<file path="src/rtl/data_bus_arbiter.sv">
// Round-robin arbiter sharing the core data-memory port between the LSU (M0) and the debug/DMA engine (M1).
// An in-order ID FIFO remembers who owns each outstanding request so responses route back to the issuer.
module data_bus_arbiter #(
    parameter int MAX_OUTST = 2,
    parameter int CNT_W     = 2
) (
    input  logic        clk,
    input  logic        reset_n,
    input  logic        m0_req,
    input  logic        m0_lock,
    input  logic        m0_wr,
    input  logic [31:0] m0_addr,
    input  logic [31:0] m0_wdata,
    input  logic [3:0]  m0_be,
    output logic        m0_gnt,
    output logic        m0_valid,
    output logic [31:0] m0_rdata,
    output logic        m0_err,
    input  logic        m1_req,
    input  logic        m1_lock,
    input  logic        m1_wr,
    input  logic [31:0] m1_addr,
    input  logic [31:0] m1_wdata,
    input  logic [3:0]  m1_be,
    output logic        m1_gnt,
    output logic        m1_valid,
    output logic [31:0] m1_rdata,
    output logic        m1_err,
    output logic        bus_req,
    output logic        bus_wr,
    output logic [31:0] bus_addr,
    output logic [31:0] bus_wdata,
    output logic [3:0]  bus_be,
    input  logic        bus_gnt,
    input  logic        bus_valid,
    input  logic [31:0] bus_rdata,
    input  logic        bus_error,
    output logic        unexp_rsp
);

    localparam int                 PTR_W    = (MAX_OUTST > 1) ? $clog2(MAX_OUTST) : 1;
    localparam logic [CNT_W-1:0]   MAX_CNT  = CNT_W'(MAX_OUTST);
    localparam logic [PTR_W-1:0]   LAST_PTR = PTR_W'(MAX_OUTST - 1);

    logic                 rr_ptr_q, rr_ptr_d;
    logic                 lock_q, lock_d;
    logic                 lock_owner_q, lock_owner_d;
    logic                 unexp_q, unexp_d;
    logic [CNT_W-1:0]     count_q, count_d;
    logic [PTR_W-1:0]     wr_ptr_q, wr_ptr_d;
    logic [PTR_W-1:0]     rd_ptr_q, rd_ptr_d;
    logic [MAX_OUTST-1:0] id_mem_q, id_mem_d;

    logic sel;
    logic sel_req;
    logic sel_lock;
    logic grant;
    logic pop;
    logic fifo_empty;
    logic head_id;

    // A held lock pins the owner; otherwise a lone requester wins and ties go to rr_ptr.
    always_comb begin
        sel = rr_ptr_q;
        if (lock_q) begin
            sel = lock_owner_q;
        end else if (m0_req && !m1_req) begin
            sel = 1'b0;
        end else if (m1_req && !m0_req) begin
            sel = 1'b1;
        end
        sel_req  = sel ? m1_req  : m0_req;
        sel_lock = sel ? m1_lock : m0_lock;
    end

    assign fifo_empty = (count_q == '0);
    assign head_id    = id_mem_q[rd_ptr_q];
    assign pop        = bus_valid && !fifo_empty;

    // Full is judged on the registered count only, so a same-cycle response never frees a slot early.
    assign bus_req = sel_req && (count_q < MAX_CNT);
    assign grant   = bus_req && bus_gnt;

    always_comb begin
        bus_wr    = 1'b0;
        bus_addr  = '0;
        bus_wdata = '0;
        bus_be    = '0;
        if (sel_req) begin
            bus_wr    = sel ? m1_wr    : m0_wr;
            bus_addr  = sel ? m1_addr  : m0_addr;
            bus_wdata = sel ? m1_wdata : m0_wdata;
            bus_be    = sel ? m1_be    : m0_be;
        end
    end

    assign m0_gnt    = grant && !sel;
    assign m1_gnt    = grant && sel;
    assign m0_valid  = pop && !head_id;
    assign m1_valid  = pop && head_id;
    assign m0_err    = m0_valid && bus_error;
    assign m1_err    = m1_valid && bus_error;
    assign m0_rdata  = bus_rdata;
    assign m1_rdata  = bus_rdata;
    assign unexp_rsp = unexp_q;

    always_comb begin
        rr_ptr_d     = rr_ptr_q;
        lock_d       = lock_q;
        lock_owner_d = lock_owner_q;
        unexp_d      = unexp_q;
        count_d      = count_q;
        wr_ptr_d     = wr_ptr_q;
        rd_ptr_d     = rd_ptr_q;
        id_mem_d     = id_mem_q;

        if (grant) begin
            id_mem_d[wr_ptr_q] = sel;
            wr_ptr_d           = (wr_ptr_q == LAST_PTR) ? '0 : wr_ptr_q + 1'b1;
            lock_d             = sel_lock;
            lock_owner_d       = sel;
            // The round-robin pointer only moves once a locked pair has completed.
            if (!sel_lock) begin
                rr_ptr_d = ~sel;
            end
        end

        if (pop) begin
            rd_ptr_d = (rd_ptr_q == LAST_PTR) ? '0 : rd_ptr_q + 1'b1;
        end

        case ({grant, pop})
            2'b10:   count_d = count_q + 1'b1;
            2'b01:   count_d = count_q - 1'b1;
            default: count_d = count_q;
        endcase

        if (bus_valid && fifo_empty) begin
            unexp_d = 1'b1;
        end
    end

    always_ff @(posedge clk or negedge reset_n) begin
        if (!reset_n) begin
            rr_ptr_q     <= 1'b0;
            lock_q       <= 1'b0;
            lock_owner_q <= 1'b0;
            unexp_q      <= 1'b0;
            count_q      <= '0;
            wr_ptr_q     <= '0;
            rd_ptr_q     <= '0;
            id_mem_q     <= '0;
        end else begin
            rr_ptr_q     <= rr_ptr_d;
            lock_q       <= lock_d;
            lock_owner_q <= lock_owner_d;
            unexp_q      <= unexp_d;
            count_q      <= count_d;
            wr_ptr_q     <= wr_ptr_d;
            rd_ptr_q     <= rd_ptr_d;
            id_mem_q     <= id_mem_d;
        end
    end

endmodule

</file>
<file path="config.mk">
export PLATFORM = sky130hd
export DESIGN_NAME = data_bus_arbiter
export DESIGN_NICKNAME = d
export VERILOG_FILES = /design/src/rtl/data_bus_arbiter.sv
export SDC_FILE = /design/constraint.sdc
export NUM_CORES = 1
export LEC_CHECK = 0
export BUFFER_PORTS_ARGS = -buffer_cell sky130_fd_sc_hd__clkbuf_2
export CORE_AREA = 5 5 122 124
export DETAILED_ROUTE_END_ITERATION = 10
export DIE_AREA = 0 0 127 129
export GPL_ROUTABILITY_DRIVEN = 0
export PLACE_DENSITY = 0.61
export SLEW_MARGIN = 20
export SYNTH_ARGS = -nofsm -noshare
export SYNTH_HDL_FRONTEND = slang
export SYNTH_SLANG_ARGS = --single-unit
</file>
<file path="constraint.sdc">
create_clock -name clk -period 1.5 [get_ports clk]
set_input_delay 0.075 -clock clk [delete_from_list [all_inputs] [get_ports clk]]
set_output_delay 0.075 -clock clk [all_outputs]
set_load 0.01 [all_outputs]
</file>
==> results of run 1 <==
-- registers in the layout, indices dropped and copies added (netlist names) --
| register | cells |
|---|---|
| count_q | 2 |
| id_mem_q | 2 |
| lock_owner_q | 1 |
| lock_q | 1 |
| rd_ptr_q | 1 |
| rr_ptr_q | 1 |
| unexp_rsp | 1 |
| wr_ptr_q | 1 |
-- layout by cell type (no fill, tap or decap), drive strengths merged --
master	instances
a21o	1
a21oi	73
a22oi	1
a31oi	1
and2	1
and3	1
buf	83
clkbuf	189
dfrtp	10
dlygate4sd3	1
ha	1
inv	3
mux2	3
mux2i	1
nand2	3
nand2b	2
nand3	69
nor2	9
nor2b	3
nor3	2
nor3b	1
o211a	1
o211ai	1
o21a	1
o21ai	72
o21bai	1
o221ai	1
o2bb2a	1
o31ai	1
xnor2	4
xor2	1
-- cell families after synthesis --
logic type | after synthesis | synth area share, %
AOI/OAI and AO/OA | 155 | 34.8
xor gates and xnor gates | 5 | 1.82
adders and majority gates | 1 | 0.520
buffers and inverters | 104 | 31.2
DFF | 10 | 10.4
muxes | 4 | 1.82
and+or+nand+nor | 91 | 19.4
-- power breakdown --
group | internal, mW | switching [mW]
sequential | 0.399 | 0.106
combinational | 2.63 | 3.09
clock | 0.356 | 0.121
total | 3.38 | 3.32
-- layout make-up --
class / instances / area share [%]
well taps: 180 / 5.58
clock buffers: 4 / 1.95
repair buffers: 269 / 43.5
flip-flops and latches: 10 / 6.27
multi-input cells: 256 / 42.4
inverters: 3 / 0.279
-- what timing repair did --
item	in CTS	in global routing
cloned	3	4
resized for setup	37	103
setup buffers	8	1
hold endpoints to repair	10	0
pin swaps	7	11
endpoints found under the setup margin	76	77
hold buffers	1	0
-- per-layer routing --
layer  vias up  GRT usage [%]
li1       1601              -
met1      1494           15.5
met2       172           21.8
met3        47           3.53
met4         2           6.56
met5         -              0
-- final timing paths --
check	slack [ns]	cells after the start	endpoint
max	-0.32	7	bus_wdata[23]
min	0.06	2	unexp_rsp$_DFFE_PN0P_
max reg2reg	-0.15	7	id_mem_q[0]$_DFFE_PN0P_
min reg2reg	0.45	1	unexp_rsp$_DFFE_PN0P_
max in group asynchronous	1.03	2	lock_q$_DFFE_PN0P_
min in group asynchronous	0.25	2	count_q[1]$_DFFE_PN0P_
-- worst reg2reg max path, delay by kind of cell, from the launching register on --
kind / cells / cell delay (ns)
compound gates: 1 / 0.21
buf+inv: 3 / 0.45
flops: 1 / 0.38
mux: 1 / 0.26
simple gates: 2 / 0.21
-- metrics by stage --
step                hold WS (ns)  setup WS, ns  util (%)  instance area (um2)
detailed placement       -0.0409       -0.0871      24.9                 3400
global route              0.0684        -0.399      29.5                 4030
CTS                       0.0631        -0.309      27.5                 3760
finish                    0.0605        -0.322      29.5                 4030
floorplan                 -0.221        0.0133         -                 2450
global placement         -0.0448       -0.0694      24.9                 3400
==> flow_summary_export.csv, run 1 <==
group,metric,value,unit
floorplan,core_area,0.0137,mm2
sta,tns,-19.12,ns
power_and_ir_drop,power_density,1660,mW/mm2
drt,met1_length,4820,um
sta,grt_setup_unrepaired,"true",
clocking,cts_tree,"built",
flow_run,drv_cap,0,
final_layout,multiInputGateArea,0.00171,mm2
critical_path,required,1.42,ns
drt,wl_met2,6030,um
clocking,cts.sinks,10,
final_layout,area_growth,67.7,%
synthesis,synth-edff-count,0,
placement,dp_hpwl,8760,um
placement,dp_cells,702,
synthesis,netlist_instances,370,
synthesis,yosys_warnings,0,
sta,max-slew-margin-rel,75.1,%
synthesis,synth.most_common_cell,"a21oi_1",
clocking,cts-root-buf,"clkbuf_16",
clocking,numCtsBuffers,3,
final_layout,drive_above_1_share,63.5,%
synthesis,synth.distinct_cells,39,
critical_path,r2r-start,"rr_ptr_q$_DFFE_PN0P_",
synthesis,synth.top_cells.by_area,"buf_4, a21oi_1, nand3_1",
synthesis,synth_ff_type,"dfrtp_1",
synthesis,synth_commonest_cells,"a21oi_1, nand3_1, buf_4",
final_layout,num_antenna_cells,0,
clocking,htreeDepth,1,
drt,wl_met3,1050,um
clocking,clk_path_buf_depth,2,
power_and_ir_drop,power,6.70,mW
drt,first_iter_violations,121,
placement,io_buffer_count,223,
synthesis,synth.top_cell.area_share,20.3,%
critical_path,startpoint,"rr_ptr_q$_DFFE_PN0P_",
sta,fin_ws,-0.322,ns
global_route,antenna_found_initial,1,
synthesis,syn_area_per_cell,6.50,um2
drt,wl_per_cell,17.2,um
critical_path,cp-end-kind,"output pin",
floorplan,initial_utilization,17.6,%
critical_path,critical_path.slowest_cell,"dfrtp_1",
floorplan,die-area,0.0164,mm2
floorplan,die_x,127,um
sta,maxSlewViolCount,0,
critical_path,cp-start-kind,"flop",
sta,fin_crit_sh,121,%
critical_path,arrival,1.75,ns
synthesis,syn-cell-area,0.00241,mm2
sta,skew,0.00190,ns
global_route,grt-ovfl-total,0,
floorplan,row_count,43,
drt,top_layer_used,"met5",
final_layout,final_nets,723,
hold_path,min_from,"bus_valid",
outcome,status,"finished with violations",
drt,viasPerCell,4.59,
final_layout,instances_no_fill,722,
sta,fmax,549,MHz
critical_path,critPathKind,"flop to output pin",
power_and_ir_drop,p_leak,1.99,nW
synthesis,syn-num-nets,550,
critical_path,cp_max_fo,11,
critical_path,slowest_delay,0.38,ns
sta,tightest_slew,0.373,ns
drt,drc,0,
final_layout,seqCellArea,253,um2
drt,drt_wl_total,12400,um
critical_path,worstPathCellList,"nor2b_4 -> o211ai_4 -> buf_6 -> buf_12 -> nand3_1 -> a21oi_2 -> clkbuf_2",
floorplan,io_pins,320,
global_route,grt_first_pass_wirelength,17400,um
synthesis,synth-seq-cells,10,
drt,dr.pass1.iters,4,
synthesis,yosysTopAreaCell,"buf_4",
global_route,grt_pass1_vias,3329,
outcome,violations,"setup timing",
hold_path,hold_path.class,"primary input to flop",
clocking,cts.clk_slew.worst_paths,0.04,ns
sta,setup_violations,77,
power_and_ir_drop,peakVddDrop,0.000619,V
drt,vias,3316,
synthesis,async_reset_ff_share,100,%
global_route,grt_max_degree,43,
synthesis,yosysSeqAreaShare,10.4,%
sta,finalHoldViolCount,0,
critical_path,crit_buf_inv,3,
clocking,worstSkewPairLatency,0.23,ns
final_layout,fillers,1543,
critical_path,cpLargestDelayFamily,"buffers and inverters",
global_route,grt_usage,13.1,%
sta,finalCriticalPeriod,1.82,ns
floorplan,die_h,129,um
drt,ant_nets,0,
Note: power is estimated with default switching activity, not from simulation.
==> inputs of run 2 (changes only) <==
PLACE_DENSITY = default   (was 0.61)
==> run 2 against run 1 <==
  * The run still ends with setup timing left
  * Via count grew 5.6%
  * Non-clock buffer count grew 16
  * Cell count grew 2.2%
  * Setup slack lost 0.018 ns
  * Largest power group unchanged
==> flow_summary_export.csv, run 2 (synthesis results as in run 1) <==
group,metric,value,unit
drt,ant_nets,0,
global_route,antenna_found_initial,0,
sta,tightest_slew,0.307,ns
flow_run,drv_cap,0,
floorplan,row_count,43,
drt,drc,0,
sta,maxSlewViolCount,0,
final_layout,reg_top3,"count_q: 2 flops, id_mem_q: 2 flops",
final_layout,fillers,1487,
critical_path,reg2regPathDepth,9,
placement,io_buffer_count,223,
final_layout,seqCellArea,251,um2
sta,hold_slack,0.0773,ns
power_and_ir_drop,p_leak,2.17,nW
outcome,status,"finished with violations",
critical_path,startpoint,"rr_ptr_q$_DFFE_PN0P_",
clocking,worstSkewPairLatency,0.24,ns
critical_path,cp-start-kind,"flop",
sta,fmax,544,MHz
critical_path,critical_path.slowest_cell,"dfrtp_1",
clocking,cts.clk_slew.worst_paths,0.04,ns
critical_path,crit_end,"bus_addr[7]",
critical_path,cpLargestDelayFamily,"buffers and inverters",
critical_path,crit_buf_inv,3,
final_layout,area_growth,82.1,%
hold_path,min_path_cells,2,
critical_path,worstPathCellList,"nor2b_4 -> o211ai_4 -> buf_8 -> clkbuf_16 -> nand3_1 -> a21oi_2 -> buf_2",
sta,skew,0.00220,ns
drt,viasPerCell,4.75,
placement,pre_cts_slack,-0.0849,ns
critical_path,arrival,1.76,ns
clocking,clk_path_buf_depth,2,
placement,dp_hpwl,8750,um
drt,vias,3503,
critical_path,cp_max_fo,6,
critical_path,r2r-start,"lock_q$_DFFE_PN0P_",
drt,drt_wl_total,13700,um
global_route,grt_first_pass_wirelength,17600,um
floorplan,io_pins,320,
critical_path,reg2reg_slack,-0.24,ns
critical_path,cp-end-kind,"output pin",
drt,wl_per_cell,18.6,um
clocking,cts.sinks,10,
critical_path,worstSetupPathDepth,7,
power_and_ir_drop,power_density,1700,mW/mm2
floorplan,die_h,129,um
drt,dr.pass1.iters,5,
floorplan,die_x,127,um
drt,first_iter_violations,115,
floorplan,core_area,0.0137,mm2
final_layout,multiInputGateArea,0.00179,mm2
critical_path,slowest_delay,0.38,ns
critical_path,critPathKind,"flop to output pin",
sta,finalCriticalPeriod,1.84,ns
final_layout,num_antenna_cells,0,
floorplan,initial_utilization,17.6,%
power_and_ir_drop,peakVddDrop,0.000683,V
outcome,violations,"setup timing",
hold_path,hold_path.class,"primary input to flop",
sta,max-slew-margin-rel,78.9,%
sta,setup_violations,80,
final_layout,final_common_cell,"clkbuf_2",
clocking,cts_tree,"built",
sta,fin_ws,-0.340,ns
critical_path,required,1.42,ns
clocking,cts-root-buf,"clkbuf_16",
sta,finalHoldViolCount,0,
clocking,numCtsBuffers,3,
final_layout,most-common-layout-cells,"clkbuf_2, nand3_1, buf_2",
final_layout,drive_above_1_share,66.7,%
global_route,grt_max_degree,44,
clocking,htreeDepth,1,
global_route,grt-ovfl-total,0,
global_route,grt_usage,13.3,%
floorplan,die-area,0.0164,mm2
global_route,grt_pass1_vias,3306,
sta,fin_crit_sh,123,%
final_layout,final_nets,739,
critical_path,r2r-end,"lock_owner_q$_DFFE_PN0P_",
sta,grt_setup_unrepaired,"true",
[run 2: area by class of cell]
type                    instances  area share, %
multi-input cells             256           41.0
repair buffers                285           45.9
flip-flops and latches         10           5.74
well taps                     180           5.14
inverters                       3          0.257
clock buffers                   4           2.03
[run 2: what timing repair did]
action	4_1_cts	5_1_grt
gates resized for setup	33	130
hold buffers	1	0
endpoints found under the setup margin	75	80
gates cloned	4	10
hold endpoints to repair	10	0
buffers inserted	11	12
pin swaps	1	21
[run 2: how the worst min path moves through the flow]
stage | from | endpoint | slack, ns
floorplan | reset_n | count_q[0]$_DFFE_PN0P_ | -0.22
global placement | reset_n | unexp_rsp$_DFFE_PN0P_ | -0.05
detailed placement | reset_n | unexp_rsp$_DFFE_PN0P_ | -0.05
CTS | bus_valid | unexp_rsp$_DFFE_PN0P_ | 0.07
global route | bus_valid | unexp_rsp$_DFFE_PN0P_ | 0.1
finish | bus_valid | unexp_rsp$_DFFE_PN0P_ | 0.08
[run 2: worst register-to-register path, stage by stage, from the launching register on]
cell and delay (ns):
dfrtp_2 0.42, buf_6 0.12, nand2_4 0.05, buf_6 0.12, o21ai_4 0.18, nor2_4 0.07, buf_4 0.14, buf_6 0.10
buf_4 0.13, mux2_4 0.29
[run 2: power breakdown]
group          switching (mW)  internal (mW)  total [mW]
sequential              0.125          0.396       0.521
clock                   0.128          0.401       0.529
combinational            3.30           3.08        6.38
[run 2: routing by layer]
metal  track usage, %  up-vias  part of all wire, %
li1                 -     1642                    -
met5                0        -                    0
met2             23.3      199                   51
met1             15.5     1611                   38
met4             5.80        0                  3.4
met3             3.07       51                  8.4
[run 2: stage by stage]
step           TNS, ns  instances  power, mW  area [um2]  util [%]
3_3_place_gp    -0.203        698       5.10        3370      24.7
4_1_cts         -18.66        718       6.29        3780      27.7
3_5_place_dp    -0.445        698       5.10        3370      24.7
6_report        -22.24        738       7.43        4380      32.1
5_1_grt         -27.67        738       7.96        4380      32.1
2_1_floorplan        0        370       3.48        2450         -
